**src/rtl/psr_file_if.sv**
```systemverilog
// psr_file_if
// Bundles the request and status signals of the ARM program status register
// file. The RTL block connects through the slave modport. Decode/execute
// control, or a testbench, connects through the master modport.
//
// Signals (direction as seen by the PSR file):
//   flag_we      in   update flags from the ALU result this cycle
//   flag_mask    in   per-flag enable {N,Z,C,V}
//   result       in   ALU result, DATA_W bits
//   cin, vin     in   ALU carry / overflow
//   msr_we       in   MSR write
//   msr_spsr     in   MSR target: 0 = CPSR, 1 = SPSR of the current mode
//   msr_field    in   byte enables: [1] flags byte, [0] control byte
//   msr_data     in   MSR write data
//   exc_req      in   exception entry
//   exc_mode     in   target mode of the exception
//   exc_fiq_dis  in   also set F on entry
//   eret         in   exception return
//   cpsr         out  current CPSR
//   spsr         out  SPSR of the current mode (0 in USR/SYS)
//   err          out  one-cycle pulse after an illegal request
interface psr_file_if #(
  parameter int DATA_W = 32
);
  logic              flag_we;
  logic [3:0]        flag_mask;
  logic [DATA_W-1:0] result;
  logic              cin;
  logic              vin;
  logic              msr_we;
  logic              msr_spsr;
  logic [1:0]        msr_field;
  logic [31:0]       msr_data;
  logic              exc_req;
  logic [4:0]        exc_mode;
  logic              exc_fiq_dis;
  logic              eret;
  logic [31:0]       cpsr;
  logic [31:0]       spsr;
  logic              err;

  modport master (
    output flag_we, flag_mask, result, cin, vin,
    output msr_we, msr_spsr, msr_field, msr_data,
    output exc_req, exc_mode, exc_fiq_dis, eret,
    input  cpsr, spsr, err
  );

  modport slave (
    input  flag_we, flag_mask, result, cin, vin,
    input  msr_we, msr_spsr, msr_field, msr_data,
    input  exc_req, exc_mode, exc_fiq_dis, eret,
    output cpsr, spsr, err
  );
endinterface

```
**src/rtl/psr_file.sv**
```systemverilog
// psr_file
// Program status register file for the ARM core. It holds the CPSR, which
// contains the NZCV flags, the I/F masks and the 5-bit mode, together with
// the saved PSRs. The saved PSRs are written on exception entry and are
// restored on exception return. Every update lands on the clock edge after
// the request, so the latency is 1 cycle. The priority order is
// rst > exc_req > eret > msr_we > flag_we.
//
// Configuration macro: PSR_BANKED_SPSR_EN
//   defined     -> five SPSRs (FIQ, IRQ, SVC, ABT, UND), selected by mode
//   not defined -> one SPSR, shared by every mode that owns an SPSR
//
// Parameters:
//   DATA_W      width of the ALU result that N and Z come from (>= 8)
//   RESET_MODE  mode field loaded by reset (SVC by default)
//
// Ports:
//   clk   in   clock; all state changes on the rising edge
//   rst   in   synchronous, active-high reset
//   bus   psr_file_if.slave, which carries the requests and cpsr/spsr/err
module psr_file #(
  parameter int         DATA_W     = 32,
  parameter logic [4:0] RESET_MODE = 5'h13
) (
  input logic       clk,
  input logic       rst,
  psr_file_if.slave bus
);

  localparam logic [4:0] MODE_USR = 5'h10;
  localparam logic [4:0] MODE_FIQ = 5'h11;
  localparam logic [4:0] MODE_IRQ = 5'h12;
  localparam logic [4:0] MODE_SVC = 5'h13;
  localparam logic [4:0] MODE_ABT = 5'h17;
  localparam logic [4:0] MODE_UND = 5'h1B;
  localparam logic [4:0] MODE_SYS = 5'h1F;

`ifdef PSR_BANKED_SPSR_EN
  localparam int NBANK = 5;
`else
  localparam int NBANK = 1;
`endif

  function automatic logic mode_valid(input logic [4:0] m);
    case (m)
      MODE_USR, MODE_FIQ, MODE_IRQ, MODE_SVC,
      MODE_ABT, MODE_UND, MODE_SYS: return 1'b1;
      default:                      return 1'b0;
    endcase
  endfunction

  // Modes that own an SPSR. USR, SYS and illegal encodings do not.
  function automatic logic mode_has_spsr(input logic [4:0] m);
    case (m)
      MODE_FIQ, MODE_IRQ, MODE_SVC, MODE_ABT, MODE_UND: return 1'b1;
      default:                                          return 1'b0;
    endcase
  endfunction

`ifdef PSR_BANKED_SPSR_EN
  function automatic int bank_idx(input logic [4:0] m);
    case (m)
      MODE_FIQ: return 0;
      MODE_IRQ: return 1;
      MODE_SVC: return 2;
      MODE_ABT: return 3;
      default:  return 4;
    endcase
  endfunction
`endif

  // Returns true when mode m owns SPSR storage slot b. With a single shared
  // SPSR, slot 0 belongs to every mode that owns an SPSR.
  function automatic logic bank_hit(input logic [4:0] m, input int b);
`ifdef PSR_BANKED_SPSR_EN
    return mode_has_spsr(m) && (bank_idx(m) == b);
`else
    return mode_has_spsr(m) && (b == 0);
`endif
  endfunction

  function automatic logic [31:0] psr_pack(input logic [3:0] flags,
                                           input logic       i_bit,
                                           input logic       f_bit,
                                           input logic [4:0] mode);
    return {flags, 20'h0, i_bit, f_bit, 1'b0, mode};
  endfunction

  // Merges an MSR write into a stored SPSR one byte at a time. Only the
  // defined bits are taken. An illegal mode in the control byte leaves the
  // stored mode unchanged.
  function automatic logic [31:0] msr_merge(input logic [31:0] old,
                                            input logic [31:0] data,
                                            input logic [1:0]  field);
    logic [31:0] res;
    res = old;
    if (field[1]) res[31:28] = data[31:28];
    if (field[0]) begin
      res[7:6] = data[7:6];
      if (mode_valid(data[4:0])) res[4:0] = data[4:0];
    end
    return res;
  endfunction

  logic [3:0]  r_flags;
  logic        r_i;
  logic        r_f;
  logic [4:0]  r_mode;
  logic        r_err;
  logic [31:0] r_spsr [NBANK];

  logic [3:0]  w_flags_nxt;
  logic        w_i_nxt;
  logic        w_f_nxt;
  logic [4:0]  w_mode_nxt;
  logic        w_err_nxt;
  logic [31:0] w_spsr_nxt [NBANK];
  logic [31:0] w_cpsr;
  logic [31:0] w_spsr_cur;
  logic        w_res_zero;

  assign w_cpsr     = psr_pack(r_flags, r_i, r_f, r_mode);
  assign w_res_zero = (bus.result == '0);

  // spsr is a combinational view, selected by the registered mode.
  always_comb begin
    w_spsr_cur = 32'h0;
    for (int b = 0; b < NBANK; b++) begin
      if (bank_hit(r_mode, b)) w_spsr_cur = r_spsr[b];
    end
  end

  always_comb begin
    w_flags_nxt = r_flags;
    w_i_nxt     = r_i;
    w_f_nxt     = r_f;
    w_mode_nxt  = r_mode;
    w_err_nxt   = 1'b0;
    for (int b = 0; b < NBANK; b++) w_spsr_nxt[b] = r_spsr[b];

    if (bus.exc_req) begin
      if (mode_has_spsr(bus.exc_mode)) begin
        for (int b = 0; b < NBANK; b++) begin
          if (bank_hit(bus.exc_mode, b)) w_spsr_nxt[b] = w_cpsr;
        end
        w_mode_nxt = bus.exc_mode;
        w_i_nxt    = 1'b1;
        if (bus.exc_fiq_dis) w_f_nxt = 1'b1;
      end else begin
        w_err_nxt = 1'b1;
      end
    end else if (bus.eret) begin
      if (mode_has_spsr(r_mode)) begin
        w_flags_nxt = w_spsr_cur[31:28];
        w_i_nxt     = w_spsr_cur[7];
        w_f_nxt     = w_spsr_cur[6];
        // A corrupt saved mode (for example the all-zero reset SPSR) drops
        // the core to USR and does not leave it in an undefined mode.
        w_mode_nxt  = mode_valid(w_spsr_cur[4:0]) ? w_spsr_cur[4:0] : MODE_USR;
      end else begin
        w_err_nxt = 1'b1;
      end
    end else if (bus.msr_we) begin
      if (bus.msr_spsr) begin
        if (mode_has_spsr(r_mode)) begin
          for (int b = 0; b < NBANK; b++) begin
            if (bank_hit(r_mode, b))
              w_spsr_nxt[b] = msr_merge(r_spsr[b], bus.msr_data, bus.msr_field);
          end
        end else begin
          w_err_nxt = 1'b1;
        end
      end else begin
        if (bus.msr_field[1]) w_flags_nxt = bus.msr_data[31:28];
        // User code may change only the flags byte of the CPSR.
        if (bus.msr_field[0] && (r_mode != MODE_USR)) begin
          w_i_nxt = bus.msr_data[7];
          w_f_nxt = bus.msr_data[6];
          if (mode_valid(bus.msr_data[4:0])) w_mode_nxt = bus.msr_data[4:0];
        end
      end
    end else if (bus.flag_we) begin
      if (bus.flag_mask[3]) w_flags_nxt[3] = bus.result[DATA_W-1];
      if (bus.flag_mask[2]) w_flags_nxt[2] = w_res_zero;
      if (bus.flag_mask[1]) w_flags_nxt[1] = bus.cin;
      if (bus.flag_mask[0]) w_flags_nxt[0] = bus.vin;
    end
  end

  always_ff @(posedge clk) begin
    if (rst) begin
      r_flags <= 4'h0;
      r_i     <= 1'b1;
      r_f     <= 1'b1;
      r_mode  <= RESET_MODE;
      r_err   <= 1'b0;
      for (int b = 0; b < NBANK; b++) r_spsr[b] <= 32'h0;
    end else begin
      r_flags <= w_flags_nxt;
      r_i     <= w_i_nxt;
      r_f     <= w_f_nxt;
      r_mode  <= w_mode_nxt;
      r_err   <= w_err_nxt;
      for (int b = 0; b < NBANK; b++) r_spsr[b] <= w_spsr_nxt[b];
    end
  end

  assign bus.cpsr = w_cpsr;
  assign bus.spsr = w_spsr_cur;
  assign bus.err  = r_err;

endmodule

```
**src/flat_wrapper.sv**
```systemverilog
// flat-port wrapper written by rule: the top's interface ports become plain ports
module psr_file_flat 
#(
  parameter int         DATA_W     = 32,
  parameter logic [4:0] RESET_MODE = 5'h13
)
  (clk, rst, bus_flag_we, bus_flag_mask, bus_result, bus_cin, bus_vin, bus_msr_we, bus_msr_spsr, bus_msr_field, bus_msr_data, bus_exc_req, bus_exc_mode, bus_exc_fiq_dis, bus_eret, bus_cpsr, bus_spsr, bus_err);
  psr_file_if #(.DATA_W(DATA_W)) bus_i ();
  input logic clk;
  input logic rst;
  input wire logic [$bits(bus_i.flag_we)-1:0] bus_flag_we;
  input wire logic [$bits(bus_i.flag_mask)-1:0] bus_flag_mask;
  input wire logic [$bits(bus_i.result)-1:0] bus_result;
  input wire logic [$bits(bus_i.cin)-1:0] bus_cin;
  input wire logic [$bits(bus_i.vin)-1:0] bus_vin;
  input wire logic [$bits(bus_i.msr_we)-1:0] bus_msr_we;
  input wire logic [$bits(bus_i.msr_spsr)-1:0] bus_msr_spsr;
  input wire logic [$bits(bus_i.msr_field)-1:0] bus_msr_field;
  input wire logic [$bits(bus_i.msr_data)-1:0] bus_msr_data;
  input wire logic [$bits(bus_i.exc_req)-1:0] bus_exc_req;
  input wire logic [$bits(bus_i.exc_mode)-1:0] bus_exc_mode;
  input wire logic [$bits(bus_i.exc_fiq_dis)-1:0] bus_exc_fiq_dis;
  input wire logic [$bits(bus_i.eret)-1:0] bus_eret;
  output wire logic [$bits(bus_i.cpsr)-1:0] bus_cpsr;
  output wire logic [$bits(bus_i.spsr)-1:0] bus_spsr;
  output wire logic [$bits(bus_i.err)-1:0] bus_err;
  assign bus_i.flag_we = bus_flag_we;
  assign bus_i.flag_mask = bus_flag_mask;
  assign bus_i.result = bus_result;
  assign bus_i.cin = bus_cin;
  assign bus_i.vin = bus_vin;
  assign bus_i.msr_we = bus_msr_we;
  assign bus_i.msr_spsr = bus_msr_spsr;
  assign bus_i.msr_field = bus_msr_field;
  assign bus_i.msr_data = bus_msr_data;
  assign bus_i.exc_req = bus_exc_req;
  assign bus_i.exc_mode = bus_exc_mode;
  assign bus_i.exc_fiq_dis = bus_exc_fiq_dis;
  assign bus_i.eret = bus_eret;
  assign bus_cpsr = bus_i.cpsr;
  assign bus_spsr = bus_i.spsr;
  assign bus_err = bus_i.err;
  psr_file #(.DATA_W(DATA_W), .RESET_MODE(RESET_MODE)) u_core (.clk(clk), .rst(rst), .bus(bus_i));
endmodule
```
**config.mk**
```make
export PLATFORM = sky130hd
export DESIGN_NAME = psr_file_flat
export DESIGN_NICKNAME = d
export VERILOG_FILES = /design/src/rtl/psr_file_if.sv /design/src/rtl/psr_file.sv /design/src/flat_wrapper.sv
export SDC_FILE = /design/constraint.sdc
export NUM_CORES = 1
export LEC_CHECK = 0
export ABC_CLOCK_PERIOD_IN_PS = 5140
export CORE_ASPECT_RATIO = 1.5
export CORE_UTILIZATION = 37
export CTS_CLUSTER_DIAMETER = 40
export CTS_CLUSTER_SIZE = 14
export DETAILED_ROUTE_END_ITERATION = 16
export MAX_ROUTING_LAYER = met4
export PLACE_DENSITY = 0.86
export SYNTH_ARGS = -nofsm -noshare
export SYNTH_HDL_FRONTEND = slang
export SYNTH_SLANG_ARGS = --single-unit
```
**constraint.sdc**
```tcl
create_clock -name clk -period 5.14 [get_ports clk]
set_clock_uncertainty 0.2 [all_clocks]
set_input_delay 0.771 -clock clk [delete_from_list [all_inputs] [get_ports clk]]
set_output_delay 0.771 -clock clk [all_outputs]
set_load 0.02 [all_outputs]
```
==> impl_metrics.env, run 1 <==
export IMPL_status="finished, final reports clean"
export IMPL_critical_path_max_stage_delay_ps=610
export IMPL_reg2regPathDepth=6
export IMPL_yosysSeqAreaShare=0.237
export IMPL_setup_viol=0
export IMPL_required_ps=4170
export IMPL_netlist_instances=237
export IMPL_cts_setup_buffers=0
export IMPL_hold_violations=0
export IMPL_dieHeight_um=90.8
export IMPL_vias=1979
export IMPL_rr_startpoint="u_core.r_mode[0]"
export IMPL_insertion_delay_ps=270
export IMPL_synthTopCellsByArea="dfxtp_1, buf_4, mux2i_1"
export IMPL_slew_violations=0
export IMPL_holdPathStages=1
export IMPL_path_class="reg2out"
export IMPL_nets=401
export IMPL_numClockSinks=23
export IMPL_power_density_mw_per_mm2=192
export IMPL_track_usage=0.201
export IMPL_setup_tns_ps=0
export IMPL_synth_seq_cells=23
export IMPL_area_delta_synth_final_pct=40.4
export IMPL_hold_end="u_core.r_spsr[0][31]"
export IMPL_dp_hpwl_um=4130
export IMPL_n_antenna_cell=0
export IMPL_cts_max_path_buffers=2
export IMPL_cts_hold_buf=0
export IMPL_hold_class="reg2reg"
export IMPL_finalWirelength_um=5340
export IMPL_stdcell_count=383
export IMPL_cts_root_buffer="clkbuf_8"
export IMPL_path_max_fanout=15
export IMPL_multi_input_area_sq_mm=0.00124
export IMPL_yosysUniqueCellTypes=46
export IMPL_drc=0
export IMPL_ant_nets=0
export IMPL_pin_count=150
export IMPL_yosys_warnings=0
export IMPL_port_buffers=86
export IMPL_cts_tree="yes"
export IMPL_die_area_sq_mm=0.00556
export IMPL_register_area_sq_um=460
export IMPL_avgRoutedWirePerCell_um=14.0
export IMPL_cts_max_level=1
export IMPL_fin_crit_ps=3420
export IMPL_worst_pin_slew_ps=1130
export IMPL_min_from="u_core.r_spsr[0][31]"
export IMPL_async_reset_ff_frac=0
export IMPL_drv_cap=0
export IMPL_grt_pass1_vias=1940
export IMPL_dr_pass1_iters=4
export IMPL_avgSynthCellArea_sq_um=8.21
export IMPL_antenna_found_initial=0
export IMPL_core_area_sq_mm=0.00508
export IMPL_r2r_end="u_core.r_spsr[0][2]"
export IMPL_drive_gt1_frac=0.0444
export IMPL_cp_cell_sequence="nor3b_1 > a311oi_4 > buf_4 > nor2_2 > and2_1 > clkdlybuf4s50_1"
export IMPL_viasPerCell=5.17
export IMPL_clk_pin_slew_worst_paths_ps=90
export IMPL_arrival_ps=2450
export IMPL_maxSlewHeadroom=0.244
export IMPL_num_rows=32
export IMPL_vdd_drop_max_mv=0.125
export IMPL_overflow=0
export IMPL_rsz0062_at_grt="no"
export IMPL_numCtsBuffers=3
export IMPL_r2r_setup_slack_ps=2900
export IMPL_fillers=488
export IMPL_synth_top_cell_by_area="dfxtp_1"
export IMPL_ctsResizeCount=0
export IMPL_leakagePower_nw=1.14
export IMPL_routabilityCongestion=0.815
export IMPL_drt_iter0_markers=65
export IMPL_synth_top_cell_area_share=0.237
export IMPL_start_kind="flop"
export IMPL_post_route_period_util=0.665
export IMPL_dp_cells=379
export IMPL_dieWidth_um=61.2
export IMPL_synth_area_sq_mm=0.00195
export IMPL_synth_edf_count=0
export IMPL_cp_slowest_cell="clkdlybuf4s50_1"
export IMPL_synth_ff_type="dfxtp_1"
export IMPL_grt_max_degree=23
export IMPL_fmaxAchievable_mhz=293
export IMPL_start_util=0.383
export IMPL_grt_pass1_wl_um=8510
export IMPL_worst_setup_path_end_kind="primary output"
==> cells by family after synthesis <==
family,share of synthesized area
multiplexers,0.0874
AND/OR/NAND/NOR,0.216
AO/OA/AOI/OAI,0.251
flip-flops,0.237
other,0.00193
buffers and inverters,0.207
==> registers in the layout, summed over array words and instances (netlist names) <==
register        flops
u_core.r_flags      4
u_core.bus.err      1
u_core.r_i          1
u_core.r_f          1
u_core.r_spsr      11
u_core.r_mode       5
==> where the power goes <==
| part | switching, mW | total (mW) | internal [mW] |
|---|---|---|---|
| clock network | 0.0640 | 0.118 | 0.0543 |
| registers | 0.0128 | 0.203 | 0.191 |
| logic | 0.105 | 0.203 | 0.0973 |
| total | 0.182 | 0.524 | 0.342 |
==> synthesized netlist by cell type, types with 2 or more instances <==
cell	instances
a211oi_1	2
a21bo_1	3
a21o_1	4
a21oi_1	6
a221o_1	3
a221oi_1	2
a311oi_1	2
a31oi_1	4
and2_1	8
buf_4	44
clkbuf_1	9
dfxtp_1	23
inv_1	5
mux2i_1	17
nand2_1	16
nand2b_1	3
nand3_1	4
nand3b_1	2
nor2_1	11
nor2_2	2
nor2b_1	2
nor3_1	4
nor3b_1	3
nor4_1	8
nor4b_1	2
o2111ai_1	3
o21ai_0	13
o221ai_1	2
o22ai_1	3
o2bb2ai_1	2
o311a_1	10
==> worst max-delay path: cells and delay by family (launching register included) <==
family	cells	cell delay, ps
AO/OA/AOI/OAI	1	70
buffers and inverters	2	830
flip-flops	1	460
AND/OR/NAND/NOR	3	810
==> through the flow <==
step / cell area (sq um) / util / total power [mW] / hold WS (ps) / setup WS, ps
after floorplan: 2100 / - / 0.343 / 285 / 2660
after global placement: 2690 / 0.528 / 0.405 / 294 / 1690
after detailed placement: 2690 / 0.528 / 0.408 / 315 / 1670
after CTS: 2730 / 0.537 / 0.522 / 337 / 1700
after global routing: 2730 / 0.537 / 0.547 / 360 / 1570
final: 2730 / 0.537 / 0.524 / 339 / 1720
==> how the worst max path moves through the flow <==
stage,slack (ps),endpoint,cells after the start,start
finish,1720,bus_spsr[30],6,u_core.r_mode[0]
CTS,1700,bus_spsr[30],6,u_core.r_mode[0]
global placement,1690,u_core.r_spsr[0][31],6,bus_exc_req
global route,1570,bus_spsr[7],6,u_core.r_mode[1]
detailed placement,1670,u_core.r_spsr[0][29],6,bus_exc_req
floorplan,2660,bus_spsr[28],4,u_core.r_mode[0]
==> layout make-up <==
cell class              instances  share of cell area
multi-input cells             194               0.455
repair buffers                 88               0.321
flip-flops and latches         23               0.168
well taps                      68              0.0311
clock buffers                   3              0.0151
inverters                       6             0.00824
clock inverters                 1             0.00183
==> layout by cell type (no fill, tap or decap), drive strengths merged, types with 6 or more instances in the layout <==
cell | Yosys | routed
clkdlybuf4s50 | 0 | 86
conb | 1 | 42
dfxtp | 23 | 23
mux2i | 17 | 17
nand2 | 16 | 16
o21ai | 13 | 13
nor2 | 13 | 13
o311a | 10 | 10
nor4 | 9 | 9
and2 | 8 | 8
a21oi | 6 | 6
==> per-layer routing <==
metal	routed length [um]	vias up	track usage
li1	-	955	-
met1	2080	897	0.224
met2	2770	114	0.348
met3	368	13	0.0244
met4	122	0	0.0758
met5	0	-	-
Power figures use the tool's default switching activity.
==> run 2: changes to the inputs <==
--- a/config.mk
+++ b/config.mk
@@ -5,14 +5,14 @@
 export SDC_FILE = /design/constraint.sdc
 export NUM_CORES = 1
 export LEC_CHECK = 0
-export ABC_CLOCK_PERIOD_IN_PS = 5140
+export ABC_CLOCK_PERIOD_IN_PS = 3000
 export CORE_ASPECT_RATIO = 1.5
-export CORE_UTILIZATION = 37
+export CORE_UTILIZATION = 31
 export CTS_CLUSTER_DIAMETER = 40
 export CTS_CLUSTER_SIZE = 14
 export DETAILED_ROUTE_END_ITERATION = 16
 export MAX_ROUTING_LAYER = met4
-export PLACE_DENSITY = 0.86
+export PLACE_DENSITY = 0.76
 export SYNTH_ARGS = -nofsm -noshare
 export SYNTH_HDL_FRONTEND = slang
 export SYNTH_SLANG_ARGS = --single-unit
==> constraint.sdc (replaced) <==
create_clock -name clk -period 3 [get_ports clk]
set_clock_uncertainty 0.2 [all_clocks]
set_input_delay 0.45 -clock clk [delete_from_list [all_inputs] [get_ports clk]]
set_output_delay 0.45 -clock clk [all_outputs]
set_load 0.02 [all_outputs]
==> run 2 against run 1 <==
- cell count is 2.9% higher
- sequential power up 72%
- critical path depth is 1 lower
- largest cell class unchanged
==> impl_metrics.env, run 2 (synthesized netlist as in run 1, its figures left out) <==
export IMPL_status="finished, final reports clean"
export IMPL_fin_crit_ps=2910
export IMPL_drt_iter0_markers=110
export IMPL_port_buffers=86
export IMPL_drive_gt1_frac=0.0594
export IMPL_grt_util_met3=0.0197
export IMPL_cts_max_level=1
export IMPL_nets=406
export IMPL_rr_startpoint="u_core.r_mode[1]"
export IMPL_hold_class="reg2reg"
export IMPL_start_kind="flop"
export IMPL_ant_nets=0
export IMPL_grt_pass1_vias=1934
export IMPL_clk_pin_slew_worst_paths_ps=90
export IMPL_path_max_fanout=9
export IMPL_numClockSinks=23
export IMPL_viasPerCell=5.08
export IMPL_crit_start="u_core.r_mode[1]"
export IMPL_hold_violations=0
export IMPL_pin_count=150
export IMPL_n_antenna_cell=0
export IMPL_required_ps=2350
export IMPL_grt_util_met1=0.213
export IMPL_dieHeight_um=99.1
export IMPL_fmaxAchievable_mhz=344
export IMPL_reg2regPathDepth=6
export IMPL_drc=0
export IMPL_reg_largest_list="u_core.r_spsr: 11 flops, u_core.r_mode: 5 flops, u_core.r_flags: 4 flops"
export IMPL_grt_max_degree=23
export IMPL_vias=2003
export IMPL_vdd_drop_max_mv=0.169
export IMPL_overflow=0
export IMPL_core_area_sq_mm=0.00609
export IMPL_worst_pin_slew_ps=1150
export IMPL_finalWirelength_um=5910
export IMPL_setup_viol=0
export IMPL_leakagePower_nw=1.16
export IMPL_cts_tree="yes"
export IMPL_dp_cells=390
export IMPL_grt_pass1_wl_um=9200
export IMPL_insertion_delay_ps=270
export IMPL_cts_max_path_buffers=2
export IMPL_antenna_found_initial=0
export IMPL_layout_common_cells="clkdlybuf4s50_1, conb_1, dfxtp_1, mux2i_1, nand2_1"
export IMPL_layout_setup_ws_ps=88.9
export IMPL_stdcell_count=394
export IMPL_critPathCapture="bus_spsr[2]"
export IMPL_avgRoutedWirePerCell_um=15.0
export IMPL_slew_violations=0
export IMPL_track_usage=0.186
export IMPL_largest_register="u_core.r_spsr"
export IMPL_die_area_sq_mm=0.00661
export IMPL_r2r_setup_slack_ps=780
export IMPL_routabilityCongestion=0.902
export IMPL_rsz0062_at_grt="no"
export IMPL_num_rows=35
export IMPL_post_route_period_util=0.970
export IMPL_final_common_cell="clkdlybuf4s50_1"
export IMPL_start_util=0.320
export IMPL_dr_pass1_iters=4
export IMPL_dp_hpwl_um=4650
export IMPL_power_density_mw_per_mm2=324
export IMPL_postPlaceCellArea_sq_mm=0.00273
export IMPL_setup_tns_ps=0
export IMPL_maxSlewHeadroom=0.227
export IMPL_fin_area_sq_mm=0.00278
export IMPL_area_delta_synth_final_pct=42.9
export IMPL_r2r_end="u_core.r_spsr[0][1]"
export IMPL_numCtsBuffers=3
export IMPL_arrival_ps=2260
export IMPL_top_usage_layer="met2"
export IMPL_dp_slack_ps=94.7
export IMPL_dieWidth_um=66.7
export IMPL_cts_root_buffer="clkbuf_8"
export IMPL_path_class="reg2out"
export IMPL_power_uw=902
export IMPL_worst_setup_path_end_kind="primary output"
export IMPL_grt_use_met2=0.328
export IMPL_largest_reg_flops=11
export IMPL_drv_cap=0
[run 2: area by class of cell]
type	count	area [sq um]
timing repair buffer	93	913
sequential	23	460
tap	74	92.6
multi-input combinational	194	1250
inverter	6	22.5
clock buffer	4	45.0
fill	621	3310
[run 2: layer usage]
layer	wire, um	vias to the layer above
met5	0	-
met4	114	0
met3	373	11
met2	3130	103
met1	2290	926
li1	-	963
[run 2: report_power, final]
part           switching [mW]  internal [mW]  leakage [nW]  total [mW]
clock network           0.101         0.0949        0.0228       0.195
logic                   0.185          0.172         0.952       0.357
registers              0.0227          0.326         0.189       0.349
[run 2: through the flow]
step / utilization / hold slack, ps
final: 0.457 / 322
after global routing: 0.457 / 347
after CTS: 0.456 / 321
after detailed placement: 0.449 / 300
after global placement: 0.449 / 294
after floorplan: - / 285
[run 2: what timing repair did]
item                                    in CTS  in global routing
hold buffers                                 0                  0
buffers inserted                             0                  0
resized for setup                            0                  1
endpoints found under the hold margin        0                  0
endpoints found under the setup margin       0                  9
[run 2: worst max-delay path, cell delays in order, from the launching register on]
cell and delay (ps):
dfxtp_1 450, nor3b_1 360, a311oi_4 70, nor2_2 290
and2_1 220, clkdlybuf4s50_1 610
[run 2: how the worst min path moves through the flow]
stage | start | end | slack [ps] | cells past startpoint
4_1_cts | u_core.r_spsr[0][29] | u_core.r_spsr[0][29] | 320 | 1
3_5_place_dp | u_core.r_spsr[0][29] | u_core.r_spsr[0][29] | 300 | 1
2_1_floorplan | u_core.r_spsr[0][28] | u_core.r_spsr[0][28] | 280 | 1
6_report | u_core.r_spsr[0][29] | u_core.r_spsr[0][29] | 320 | 1
3_3_place_gp | u_core.r_spsr[0][28] | u_core.r_spsr[0][28] | 290 | 1
5_1_grt | u_core.r_spsr[0][28] | u_core.r_spsr[0][28] | 350 | 1
==> run 3: changes to the inputs <==
==> constraint.sdc (replaced) <==
create_clock -name clk -period 3 [get_ports clk]
set_clock_uncertainty 0.2 [all_clocks]
set_input_delay 0.3 -clock clk [delete_from_list [all_inputs] [get_ports clk]]
set_output_delay 0.3 -clock clk [all_outputs]
set_load 0.02 [all_outputs]
==> run 3 against run 2 <==
- clock power is essentially flat
- worst hold slack better by 1.1 ps
- count of clock-buffer cells in the layout unchanged
- global-route usage fell by 0.27 points
- via count grew 0.45%
- core utilization shrank 0.21 points
- sequential power about the same
==> impl_metrics.env, run 3 (synthesized netlist as in run 1, its figures left out) <==
export IMPL_cts_setup_buffers=0
export IMPL_layout_common_cells="clkdlybuf4s50_1, conb_1, dfxtp_1, mux2i_1, nand2_1"
export IMPL_vias=2012
export IMPL_grt_pass1_wl_um=9180
export IMPL_rr_startpoint="u_core.r_mode[1]"
export IMPL_routabilityCongestion=0.879
export IMPL_dp_hpwl_um=4720
export IMPL_r2r_setup_slack_ps=750
export IMPL_start_util=0.320
export IMPL_worst_setup_path_end_kind="primary output"
export IMPL_port_buffers=86
export IMPL_fmaxAchievable_mhz=358
export IMPL_core_area_sq_mm=0.00609
export IMPL_ctsResizeCount=0
export IMPL_rsz0062_at_grt="no"
export IMPL_pwr_share_seq=0.389
export IMPL_final_util=0.455
export IMPL_stdcell_count=393
export IMPL_power_density_mw_per_mm2=324
export IMPL_drc=0
export IMPL_dr_pass1_iters=4
export IMPL_largest_reg_flops=11
export IMPL_hold_slack_ps=323
export IMPL_internal_power_uw=591
export IMPL_grt_max_degree=23
export IMPL_vdd_drop_max_mv=0.177
export IMPL_setup_viol=0
export IMPL_clk_pin_slew_worst_paths_ps=80
export IMPL_cts_hold_buf=0
export IMPL_power_uw=898
export IMPL_dieWidth_um=66.7
export IMPL_p_sw_uw=306
export IMPL_overflow=0
export IMPL_dp_cells=389
export IMPL_worst_pin_slew_ps=1130
export IMPL_top_usage_layer="met2"
export IMPL_r2r_end="u_core.r_spsr[0][2]"
export IMPL_n_antenna_cell=0
export IMPL_area_delta_synth_final_pct=42.2
export IMPL_cp_cell_sequence="nor3b_1 > a311oi_4 > nor2_2 > and2_1 > clkdlybuf4s50_1"
export IMPL_cts_max_path_buffers=2
export IMPL_hold_violations=0
export IMPL_cp_num_buf_inv=1
export IMPL_reg_largest_list="u_core.r_spsr: 11 flops, u_core.r_mode: 5 flops, u_core.r_flags: 4 flops"
export IMPL_final_common_cell="clkdlybuf4s50_1"
export IMPL_drv_cap=0
export IMPL_grt_util_met3=0.0162
export IMPL_dp_slack_ps=274
export IMPL_finalWirelength_um=5890
export IMPL_numClockSinks=23
export IMPL_numCtsBuffers=3
export IMPL_drive_gt1_frac=0.0533
export IMPL_grt_pass1_vias=1917
export IMPL_critical_path_max_stage_delay_ps=620
export IMPL_largest_register="u_core.r_spsr"
export IMPL_insertion_delay_ps=260
export IMPL_grt_use_met2=0.322
export IMPL_hold_end="u_core.r_spsr[0][31]"
export IMPL_arrival_ps=2290
export IMPL_cts_root_buffer="clkbuf_8"
export IMPL_path_max_fanout=9
export IMPL_maxSlewHeadroom=0.245
export IMPL_path_class="reg2out"
export IMPL_dieHeight_um=99.1
export IMPL_clockPowerShare=0.216
export IMPL_fin_crit_ps=2790
export IMPL_viasPerCell=5.12
export IMPL_antenna_found_initial=0
export IMPL_reg2regPathDepth=6
export IMPL_start_kind="flop"
export IMPL_status="finished, final reports clean"
export IMPL_num_rows=35
export IMPL_holdPathStages=1
export IMPL_cp_slowest_cell="clkdlybuf4s50_1"
export IMPL_grt_util_met1=0.209
export IMPL_avgRoutedWirePerCell_um=15.0
export IMPL_nets=405
export IMPL_fin_area_sq_mm=0.00277
export IMPL_required_ps=2500
export IMPL_pin_count=150
export IMPL_min_from="u_core.r_spsr[0][31]"
export IMPL_cts_max_level=1
export IMPL_postPlaceCellArea_sq_mm=0.00272
export IMPL_drt_iter0_markers=83
export IMPL_leakagePower_nw=1.16
export IMPL_layout_setup_ws_ps=210
export IMPL_hold_class="reg2reg"
export IMPL_die_area_sq_mm=0.00661
export IMPL_slew_violations=0
export IMPL_crit_family="simple AND/OR/NAND/NOR gates"
export IMPL_track_usage=0.184
export IMPL_switching_share=0.341
export IMPL_cts_tree="yes"
export IMPL_p_comb_frac=0.395
export IMPL_setup_tns_ps=0
export IMPL_ant_nets=0
export IMPL_post_route_period_util=0.930
==> run 3: worst max path at each step <==
stage,from,endpoint,depth (start not counted)
global route,u_core.r_mode[1],bus_spsr[30],5
finish,u_core.r_mode[1],bus_spsr[2],5
CTS,u_core.r_mode[0],bus_spsr[30],5
detailed placement,bus_exc_mode[1],u_core.r_spsr[0][6],6
floorplan,u_core.r_mode[2],u_core.r_flags[2],5
global placement,bus_exc_mode[1],u_core.r_spsr[0][31],6
==> run 3: routing by layer <==
layer | part of all wire | vias to the layer above
met2 | 0.53 | 99
li1 | - | 961
met4 | 0.021 | 0
met5 | 0 | -
met3 | 0.054 | 12
met1 | 0.39 | 940
==> run 3: layout make-up <==
cell class | count | area [sq um]
Clock buffer | 4 | 45.0
Sequential cell | 23 | 460
Fill cell | 612 | 3320
Inverter | 6 | 22.5
Multi-Input combinational cell | 194 | 1240
Tap cell | 74 | 92.6
Timing Repair Buffer | 92 | 906
==> run 3: power groups by stage <==
| stage | logic [mW] | registers, mW | clock network [mW] |
|---|---|---|---|
| 2_1_floorplan | 0.226 | 0.361 | 0 |
| 3_3_place_gp | 0.348 | 0.355 | 0 |
| 3_5_place_dp | 0.353 | 0.355 | 0 |
| 4_1_cts | 0.354 | 0.348 | 0.201 |
| 5_1_grt | 0.380 | 0.352 | 0.214 |
| 6_report | 0.355 | 0.349 | 0.194 |
